### src/rtl/netguard_pkg.sv
// -----------------------------------------------------------------------------
// netguard_pkg
//   Types and constants shared by the NetGuard access path: access_arbiter,
//   its bus interface and the downstream access_system lookup.
//   - NG_ID_W     : user/resource ID width common to arbiter and access_system
//   - acc_state_t : arbiter FSM state encoding
//   - LOG_*       : two-bit log record flag codes written to the activity log
// -----------------------------------------------------------------------------
package netguard_pkg;

    localparam int NG_ID_W = 4;

    typedef enum logic [2:0] {
        ST_IDLE   = 3'd0,
        ST_ISSUE  = 3'd1,
        ST_WAIT   = 3'd2,
        ST_LOG    = 3'd3,
        ST_REJECT = 3'd4
    } acc_state_t;

    localparam logic [1:0] LOG_OK     = 2'b00;
    localparam logic [1:0] LOG_BADID  = 2'b01;
    localparam logic [1:0] LOG_REPEAT = 2'b10;

endpackage

### src/rtl/access_arbiter_if.sv
// -----------------------------------------------------------------------------
// access_arbiter_if
//   Bundles the requester handshake, the access_system lookup port and the
//   log sink of access_arbiter.
//   Signals:
//     req, req_user            requester side (req_user slice i = [i*ID_W +: ID_W])
//     grant, reject            one-hot per-requester result pulses
//     user_id, user_valid      lookup request to access_system
//     resource_id              lookup answer from access_system
//     log_valid/ts/user/       timestamped log record
//     log_resource/log_flag
//     alarm, alarm_clr         sticky alarm and its clear
//   Modports:
//     slave  : the arbiter
//     master : everything around it (requesters, access_system, log sink)
// -----------------------------------------------------------------------------
interface access_arbiter_if
    import netguard_pkg::*;
#(
    parameter int NUM_REQ = 4,
    parameter int ID_W    = NG_ID_W,
    parameter int TS_W    = 16
);
    logic [NUM_REQ-1:0]      req;
    logic [NUM_REQ*ID_W-1:0] req_user;
    logic [NUM_REQ-1:0]      grant;
    logic [NUM_REQ-1:0]      reject;
    logic [ID_W-1:0]         user_id;
    logic                    user_valid;
    logic [ID_W-1:0]         resource_id;
    logic                    log_valid;
    logic [TS_W-1:0]         log_ts;
    logic [ID_W-1:0]         log_user;
    logic [ID_W-1:0]         log_resource;
    logic [1:0]              log_flag;
    logic                    alarm;
    logic                    alarm_clr;

    modport slave (
        input  req, req_user, resource_id, alarm_clr,
        output grant, reject, user_id, user_valid,
               log_valid, log_ts, log_user, log_resource, log_flag, alarm
    );

    modport master (
        output req, req_user, resource_id, alarm_clr,
        input  grant, reject, user_id, user_valid,
               log_valid, log_ts, log_user, log_resource, log_flag, alarm
    );

endinterface

### src/rtl/rr_arbiter.sv
// -----------------------------------------------------------------------------
// rr_arbiter
//   Round-robin winner select. The winner is the first requesting index at or
//   after the pointer, wrapping. When i_advance is high the pointer moves to
//   the slot just after the current winner.
//   Ports:
//     clk, rst    clock, synchronous active-high reset (pointer -> 0)
//     i_req       request vector
//     i_advance   accept the current winner and move the pointer
//     o_any       at least one request present
//     o_win       index of the winner (valid when o_any)
// -----------------------------------------------------------------------------
module rr_arbiter #(
    parameter int NUM_REQ = 4,
    localparam int IDX_W  = (NUM_REQ > 1) ? $clog2(NUM_REQ) : 1
) (
    input  logic               clk,
    input  logic               rst,
    input  logic [NUM_REQ-1:0] i_req,
    input  logic               i_advance,
    output logic               o_any,
    output logic [IDX_W-1:0]   o_win
);
    logic [IDX_W-1:0] r_ptr;
    logic [IDX_W-1:0] w_idx;

    // Scan from the pointer outward; the first hit is kept.
    always_comb begin
        o_any = 1'b0;
        o_win = '0;
        w_idx = '0;
        for (int k = 0; k < NUM_REQ; k++) begin
            w_idx = IDX_W'((int'(r_ptr) + k) % NUM_REQ);
            if (!o_any && i_req[w_idx]) begin
                o_any = 1'b1;
                o_win = w_idx;
            end
        end
    end

    always_ff @(posedge clk) begin
        if (rst) begin
            r_ptr <= '0;
        end else if (i_advance) begin
            r_ptr <= (o_win == IDX_W'(NUM_REQ - 1)) ? '0 : o_win + 1'b1;
        end
    end

endmodule

### src/rtl/access_arbiter.sv
// -----------------------------------------------------------------------------
// access_arbiter
//   Shares one access_system lookup port among NUM_REQ requesters with
//   round-robin arbitration, rejects out-of-range user IDs, flags bursts of
//   REPEAT_LIMIT or more consecutive grants to the same user, and emits a
//   timestamped log record for every transaction.
//   Ports:
//     clk   single clock, rising edge
//     rst   synchronous active-high reset; aborts any transaction in flight
//     bus   access_arbiter_if.slave: requester handshake, lookup port,
//           log record outputs and sticky alarm
// -----------------------------------------------------------------------------
module access_arbiter
    import netguard_pkg::*;
#(
    parameter int NUM_REQ      = 4,
    parameter int ID_W         = NG_ID_W,
    parameter int MAX_VALID_ID = 9,
    parameter int REPEAT_LIMIT = 8,
    parameter int ACC_LAT      = 1,
    parameter int TS_W         = 16
) (
    input  logic            clk,
    input  logic            rst,
    access_arbiter_if.slave bus
);
    localparam int IDX_W  = (NUM_REQ > 1) ? $clog2(NUM_REQ) : 1;
    localparam int CNT_W  = $clog2(REPEAT_LIMIT + 1);
    localparam int WAIT_W = (ACC_LAT > 1) ? $clog2(ACC_LAT) : 1;

    acc_state_t          r_state;
    logic [NUM_REQ-1:0]  r_grant;
    logic [NUM_REQ-1:0]  r_reject;
    logic                r_user_valid;
    logic [ID_W-1:0]     r_user_id;
    logic [ID_W-1:0]     r_id;
    logic [ID_W-1:0]     r_last_id;
    logic [CNT_W-1:0]    r_rep_cnt;
    logic [WAIT_W-1:0]   r_wait;
    logic                r_log_valid;
    logic [TS_W-1:0]     r_log_ts;
    logic [ID_W-1:0]     r_log_user;
    logic [ID_W-1:0]     r_log_resource;
    logic [1:0]          r_log_flag;
    logic [TS_W-1:0]     r_ts;
    logic                r_alarm;

    logic                w_any;
    logic [IDX_W-1:0]    w_win;
    logic [ID_W-1:0]     w_id;
    logic [NUM_REQ-1:0]  w_onehot;
    logic                w_bad;
    logic                w_advance;
    logic [TS_W-1:0]     w_ts_next;

    // Saturating increment of the repeat counter.
    function automatic logic [CNT_W-1:0] sat_inc(input logic [CNT_W-1:0] v);
        return (v >= CNT_W'(REPEAT_LIMIT)) ? CNT_W'(REPEAT_LIMIT) : v + 1'b1;
    endfunction

    // Flag carried by a successful record for a given repeat count.
    function automatic logic [1:0] grant_flag(input logic [CNT_W-1:0] cnt);
        return (cnt == CNT_W'(REPEAT_LIMIT)) ? LOG_REPEAT : LOG_OK;
    endfunction

    // Arbitration only advances when the FSM actually accepts a winner.
    assign w_advance = (r_state == ST_IDLE) && w_any;

    rr_arbiter #(
        .NUM_REQ (NUM_REQ)
    ) u_rr (
        .clk       (clk),
        .rst       (rst),
        .i_req     (bus.req),
        .i_advance (w_advance),
        .o_any     (w_any),
        .o_win     (w_win)
    );

    always_comb begin
        w_id = '0;
        for (int i = 0; i < NUM_REQ; i++) begin
            if (w_win == IDX_W'(i)) begin
                w_id = bus.req_user[i*ID_W +: ID_W];
            end
        end
    end

    assign w_onehot  = NUM_REQ'(1) << w_win;
    assign w_bad     = int'(w_id) > MAX_VALID_ID;
    // Outputs are registered, so a record stamped now appears next cycle
    // and must carry next cycle's timestamp.
    assign w_ts_next = r_ts + 1'b1;

    // ---- timestamp: free-running, wraps naturally at TS_W bits ----
    always_ff @(posedge clk) begin
        if (rst) begin
            r_ts <= '0;
        end else begin
            r_ts <= w_ts_next;
        end
    end

    // ---- transaction FSM with registered outputs and repeat tracker ----
    always_ff @(posedge clk) begin
        if (rst) begin
            r_state        <= ST_IDLE;
            r_grant        <= '0;
            r_reject       <= '0;
            r_user_valid   <= 1'b0;
            r_user_id      <= '0;
            r_log_valid    <= 1'b0;
            r_log_ts       <= '0;
            r_log_user     <= '0;
            r_log_resource <= '0;
            r_log_flag     <= LOG_OK;
            r_last_id      <= '0;
            r_rep_cnt      <= '0;
            r_wait         <= '0;
        end else begin
            r_grant      <= '0;
            r_reject     <= '0;
            r_user_valid <= 1'b0;
            r_log_valid  <= 1'b0;
            case (r_state)
                ST_IDLE: begin
                    if (w_any) begin
                        r_id <= w_id;
                        if (w_bad) begin
                            r_state        <= ST_REJECT;
                            r_reject       <= w_onehot;
                            r_log_valid    <= 1'b1;
                            r_log_ts       <= w_ts_next;
                            r_log_user     <= w_id;
                            r_log_resource <= '0;
                            r_log_flag     <= LOG_BADID;
                        end else begin
                            r_state      <= ST_ISSUE;
                            r_grant      <= w_onehot;
                            r_user_valid <= 1'b1;
                            r_user_id    <= w_id;
                        end
                    end
                end
                ST_ISSUE: begin
                    // Tracker updates here so the LOG flag sees the new count.
                    if (r_id == r_last_id) begin
                        r_rep_cnt <= sat_inc(r_rep_cnt);
                    end else begin
                        r_rep_cnt <= CNT_W'(1);
                        r_last_id <= r_id;
                    end
                    r_wait  <= WAIT_W'(ACC_LAT - 1);
                    r_state <= ST_WAIT;
                end
                ST_WAIT: begin
                    if (r_wait == '0) begin
                        r_state        <= ST_LOG;
                        r_log_valid    <= 1'b1;
                        r_log_ts       <= w_ts_next;
                        r_log_user     <= r_id;
                        r_log_resource <= bus.resource_id;
                        r_log_flag     <= grant_flag(r_rep_cnt);
                    end else begin
                        r_wait <= r_wait - 1'b1;
                    end
                end
                ST_LOG, ST_REJECT: begin
                    r_state <= ST_IDLE;
                end
                default: begin
                    r_state <= ST_IDLE;
                end
            endcase
        end
    end

    // ---- sticky alarm: a flagged record beats a simultaneous clear ----
    always_ff @(posedge clk) begin
        if (rst) begin
            r_alarm <= 1'b0;
        end else if (r_log_valid && (r_log_flag != LOG_OK)) begin
            r_alarm <= 1'b1;
        end else if (bus.alarm_clr) begin
            r_alarm <= 1'b0;
        end
    end

    assign bus.grant        = r_grant;
    assign bus.reject       = r_reject;
    assign bus.user_id      = r_user_id;
    assign bus.user_valid   = r_user_valid;
    assign bus.log_valid    = r_log_valid;
    assign bus.log_ts       = r_log_ts;
    assign bus.log_user     = r_log_user;
    assign bus.log_resource = r_log_resource;
    assign bus.log_flag     = r_log_flag;
    assign bus.alarm        = r_alarm;

endmodule

### src/flat_wrapper.sv
// flat-port wrapper written by rule: the top's interface ports become plain ports
module access_arbiter_flat import netguard_pkg::*;
#(
    parameter int NUM_REQ      = 4,
    parameter int ID_W         = NG_ID_W,
    parameter int MAX_VALID_ID = 9,
    parameter int REPEAT_LIMIT = 8,
    parameter int ACC_LAT      = 1,
    parameter int TS_W         = 16
)
  (clk, rst, bus_req, bus_req_user, bus_resource_id, bus_alarm_clr, bus_grant, bus_reject, bus_user_id, bus_user_valid, bus_log_valid, bus_log_ts, bus_log_user, bus_log_resource, bus_log_flag, bus_alarm);
  access_arbiter_if #(.NUM_REQ(NUM_REQ), .ID_W(ID_W), .TS_W(TS_W)) bus_i ();
  input  logic clk;
  input  logic rst;
  input wire logic [$bits(bus_i.req)-1:0] bus_req;
  input wire logic [$bits(bus_i.req_user)-1:0] bus_req_user;
  input wire logic [$bits(bus_i.resource_id)-1:0] bus_resource_id;
  input wire logic [$bits(bus_i.alarm_clr)-1:0] bus_alarm_clr;
  output wire logic [$bits(bus_i.grant)-1:0] bus_grant;
  output wire logic [$bits(bus_i.reject)-1:0] bus_reject;
  output wire logic [$bits(bus_i.user_id)-1:0] bus_user_id;
  output wire logic [$bits(bus_i.user_valid)-1:0] bus_user_valid;
  output wire logic [$bits(bus_i.log_valid)-1:0] bus_log_valid;
  output wire logic [$bits(bus_i.log_ts)-1:0] bus_log_ts;
  output wire logic [$bits(bus_i.log_user)-1:0] bus_log_user;
  output wire logic [$bits(bus_i.log_resource)-1:0] bus_log_resource;
  output wire logic [$bits(bus_i.log_flag)-1:0] bus_log_flag;
  output wire logic [$bits(bus_i.alarm)-1:0] bus_alarm;
  assign bus_i.req = bus_req;
  assign bus_i.req_user = bus_req_user;
  assign bus_i.resource_id = bus_resource_id;
  assign bus_i.alarm_clr = bus_alarm_clr;
  assign bus_grant = bus_i.grant;
  assign bus_reject = bus_i.reject;
  assign bus_user_id = bus_i.user_id;
  assign bus_user_valid = bus_i.user_valid;
  assign bus_log_valid = bus_i.log_valid;
  assign bus_log_ts = bus_i.log_ts;
  assign bus_log_user = bus_i.log_user;
  assign bus_log_resource = bus_i.log_resource;
  assign bus_log_flag = bus_i.log_flag;
  assign bus_alarm = bus_i.alarm;
  access_arbiter #(.NUM_REQ(NUM_REQ), .ID_W(ID_W), .MAX_VALID_ID(MAX_VALID_ID), .REPEAT_LIMIT(REPEAT_LIMIT), .ACC_LAT(ACC_LAT), .TS_W(TS_W)) u_core (.clk(clk), .rst(rst), .bus(bus_i));
endmodule
### config.mk
export PLATFORM = sky130hd
export DESIGN_NAME = access_arbiter_flat
export DESIGN_NICKNAME = d
export VERILOG_FILES = /design/src/rtl/netguard_pkg.sv /design/src/rtl/access_arbiter_if.sv /design/src/rtl/rr_arbiter.sv /design/src/rtl/access_arbiter.sv /design/src/flat_wrapper.sv
export SDC_FILE = /design/constraint.sdc
export NUM_CORES = 1
export LEC_CHECK = 0
export ABC_AREA = 0
export BUFFER_PORTS_ARGS = -buffer_cell sky130_fd_sc_hd__buf_2
export CAP_MARGIN = 30
export CORE_MARGIN = 4
export CORE_UTILIZATION = 35
export DETAILED_ROUTE_END_ITERATION = 8
export SYNTH_ARGS = -nofsm -noshare
export SYNTH_HDL_FRONTEND = slang
export SYNTH_SLANG_ARGS = --single-unit
### constraint.sdc
create_clock -name clk -period 5.65 [get_ports clk]
set_input_delay 0.8475 -clock clk [delete_from_list [all_inputs] [get_ports clk]]
set_output_delay 0.8475 -clock clk [all_outputs]
set_load 0.1 [all_outputs]
==> flow_summary.yaml <==
run_status:
  status: "completed"
route:
  detailedRoute.firstPassIterationCount: 4
  remaining_routing_drc_violations: 0
  detailroute.via_count: 2551
  finalWirelength_mm: 7.00
  viasPerCell: 4.97
  routed_length_per_instance_um: 13.6
  route.antenna.remaining_nets: 0
  first_iter_violations: 90
place:
  dpl_worst_slack_ns: 1.73
  dpl-instance-area_um2: 3620
  place_congestion: 0.845
  port_buffers: 67
  dp.final_hpwl_mm: 5.09
yosys:
  synthesis.instances: 332
  yosys-top-cells-area: "dfxtp_1 44%, nand2_1 4.3%, edfxtp_1 3.7%, mux2_2 3.5%, nor2b_1 3.3%"
  seq_area_frac_synth_pct: 47.3
  synth_flop_cell: "dfxtp_1"
  yosysWarnings: 0
  post-synth-top-area-fraction_pct: 43.6
  netlist_area_um2: 3220
  post_synth_num_cell_types: 52
  synth.net_count: 366
  synth_area_per_cell_um2: 9.69
  yosys.area.top_type: "dfxtp_1"
  fraction_of_registers_with_async_set_reset_pct: 0
  postSynthRegisterBits: 74
  synth_edf_count: 4
run:
  maxCapViolCount: 0
die:
  dieHeight_um: 104
  floorplan.initialDensity_pct: 36.3
  chip_width_um: 104
  die_area_um2: 10800
  fp-row-count: 34
  ios: 68
  coreArea_um2: 8850
global_route:
  grt_first_pass_wirelength_mm: 11.6
  first_global_vias: 2477
  globalRouteTotalUtil_pct: 12.9
  grt_start_max_net_pins: 60
  grt_antenna_before_repair: 0
  globalRoute.totalOverflow: 0
sta:
  fin_crit_ns: 3.56
  setup_viol_count_final: 0
  period_share_pct: 63.0
  worst_slew_pin_slew_ns: 0.672
  setup_tns_final_ns: 0
  relSlewSlack_pct: 55.1
  slew_violations: 0
  timing.final.hold_violations: 0
  grt_setup_unrepaired: "false"
  final_setup_slack_of_the_worst_path_ns: 2.09
  fmax_mhz: 281
  fin_worst_skew_ns: 0.00760
  final.hold.worst_slack_ns: 0.471
layout:
  layout_common_cells: "70 x dfxtp_1, 68 x buf_2, 37 x nand2_1"
  area_of_the_multi_input_gates_um2: 1560
  final-seq-area_um2: 1520
  num_antenna_cells: 0
  drive_gt1_share_pct: 26.4
  final_design_area_no_fill_um2: 3800
  fillerInstances: 908
  layout_commonest_cell: "dfxtp_1"
  layout.nets: 434
  area_growth_syn_to_layout_pct: 18.3
clock_network:
  cts-htree-levels: 3
  clk_pin_slew_worst_paths_ns: 0.07
  clock_sink_count: 74
  numCtsBuffers: 9
  post_cts.repair.setup_buffers: 0
  clk-insertion-delay-late_ns: 0.34
  cts_tree: "yes"
  postCtsResizedCells: 0
  cts.root.buffer_cell: "clkbuf_8"
  cts-root-to-sink-buffers: 2
  hold_buffers: 0
critical_path:
  critical_path.max_fanout: 18
  cp_slowest_stage_delay_ns: 0.61
  cp.arrival_ns: 3.79
  timing.critical_path.mode_cell: "a21oi_1"
  buf_inv_on_cp: 2
  worst_ep_required_time_ns: 5.88
  list_of_cells_traversed_by_the_critical_path: "buf_2 > nor2b_1 > a21oi_1 > o22ai_1 > a21oi_1 > inv_1 > ha_1 > nor2_1 > o211ai_1 > a22o_1 > a21oi_4 > mux2_2"
  end_kind: "flop"
  critPathKind: "in2reg"
  crit_family: "compound AO/OA/AOI/OAI gates"
  critPathSlowestCell: "a21oi_4"
  setup.worst_path.start_class: "input pin"
min_path:
  worst_hold_path_type: "reg2reg"
pwr:
  power_density_relative_to_cell_area_nw_per_um2: 552
  power.ir.vdd_worst_v: 0.000278
  total_leakage_power_nw: 1.61
  post-layout-total-power_mw: 2.10
[power by group]
group	internal, mW	switching (mW)
clock network	0.183	0.187
registers	0.629	0.0663
logic	0.287	0.747
total	1.10	1.00
[worst min-delay path, cell delays in order, from the launching register on]
cell	delay [ns]
dfxtp_1	0.32
nand2_1	0.05
a21oi_1	0.05
[layer usage]
metal  global-route usage (%)  vias to the layer above  part of all wire (%)
met3                     4.22                       13                   3.9
met4                     4.08                        0                   1.2
met2                     23.1                       44                    52
li1                         -                     1302                     -
met1                     14.4                     1192                    43
met5                        0                        -                     0
[cell type report]
class	count	share of cell area [%]
multi-input combinational	231	41.0
sequential	74	40.0
timing repair buffer	70	9.34
clock buffer	11	4.01
tap	108	3.55
inverter	14	1.38
clock inverter	5	0.724
[logic make-up (layout without fill, tap and decap cells)]
group,after synthesis,count (layout),share of synthesized area [%]
AO/OA/AOI/OAI,64,64,14.7
XOR/XNOR,17,17,4.63
adder cells (fa/ha/maj),7,7,2.72
buffers and inverters,27,100,4.20
flip-flops,74,74,47.3
multiplexers,18,18,6.93
AND/OR/NAND/NOR,125,125,19.5
[worst paths after layout]
| check | end | cells past startpoint | slack (ns) | from |
|---|---|---|---|---|
| worst max register to register | u_core.bus.log_ts[4] | 11 | 2.40 | u_core.u_rr.r_ptr[0] |
| worst max-delay path | u_core.bus.log_ts[4] | 12 | 2.09 | bus_req[0] |
| worst min register to register | u_core.r_last_id[2] | 2 | 0.47 | u_core.r_last_id[2] |
| worst min-delay path | u_core.r_last_id[2] | 2 | 0.47 | u_core.r_last_id[2] |
[Yosys cell counts (all sizes together) (3+ instances only)]
library cell,instances
nand3b,3
and3,3
clkbuf,6
dfxtp,70
nor2b,17
xor2,6
nor4,3
inv,14
a21oi,22
nor3,7
nand4,4
nor2,23
ha,7
nand2,37
nand3,9
mux2,16
o21ai,5
and2,10
edfxtp,4
a211oi,6
xnor2,11
o211ai,7
buf,7
o22a,3
o22ai,4
[state kept, by name (all words and copies together), names as in the netlist, 4 cells and up]
name,flops
u_core.r_id,4
u_core.r_ts,16
u_core.bus.user_id,4
u_core.r_last_id,4
u_core.bus.log_resource,4
u_core.bus.log_user,4
u_core.r_rep_cnt,4
u_core.bus.grant,4
u_core.bus.reject,4
u_core.bus.log_ts,16
[stage by stage]
stage / instances / utilization (%)
after floorplan: 332 / -
after global placement: 496 / 40.9
after detailed placement: 497 / 41.0
after CTS: 513 / 43.0
after global routing: 513 / 43.0
final: 513 / 43.0
No activity file was read; power rests on OpenSTA's default activity.
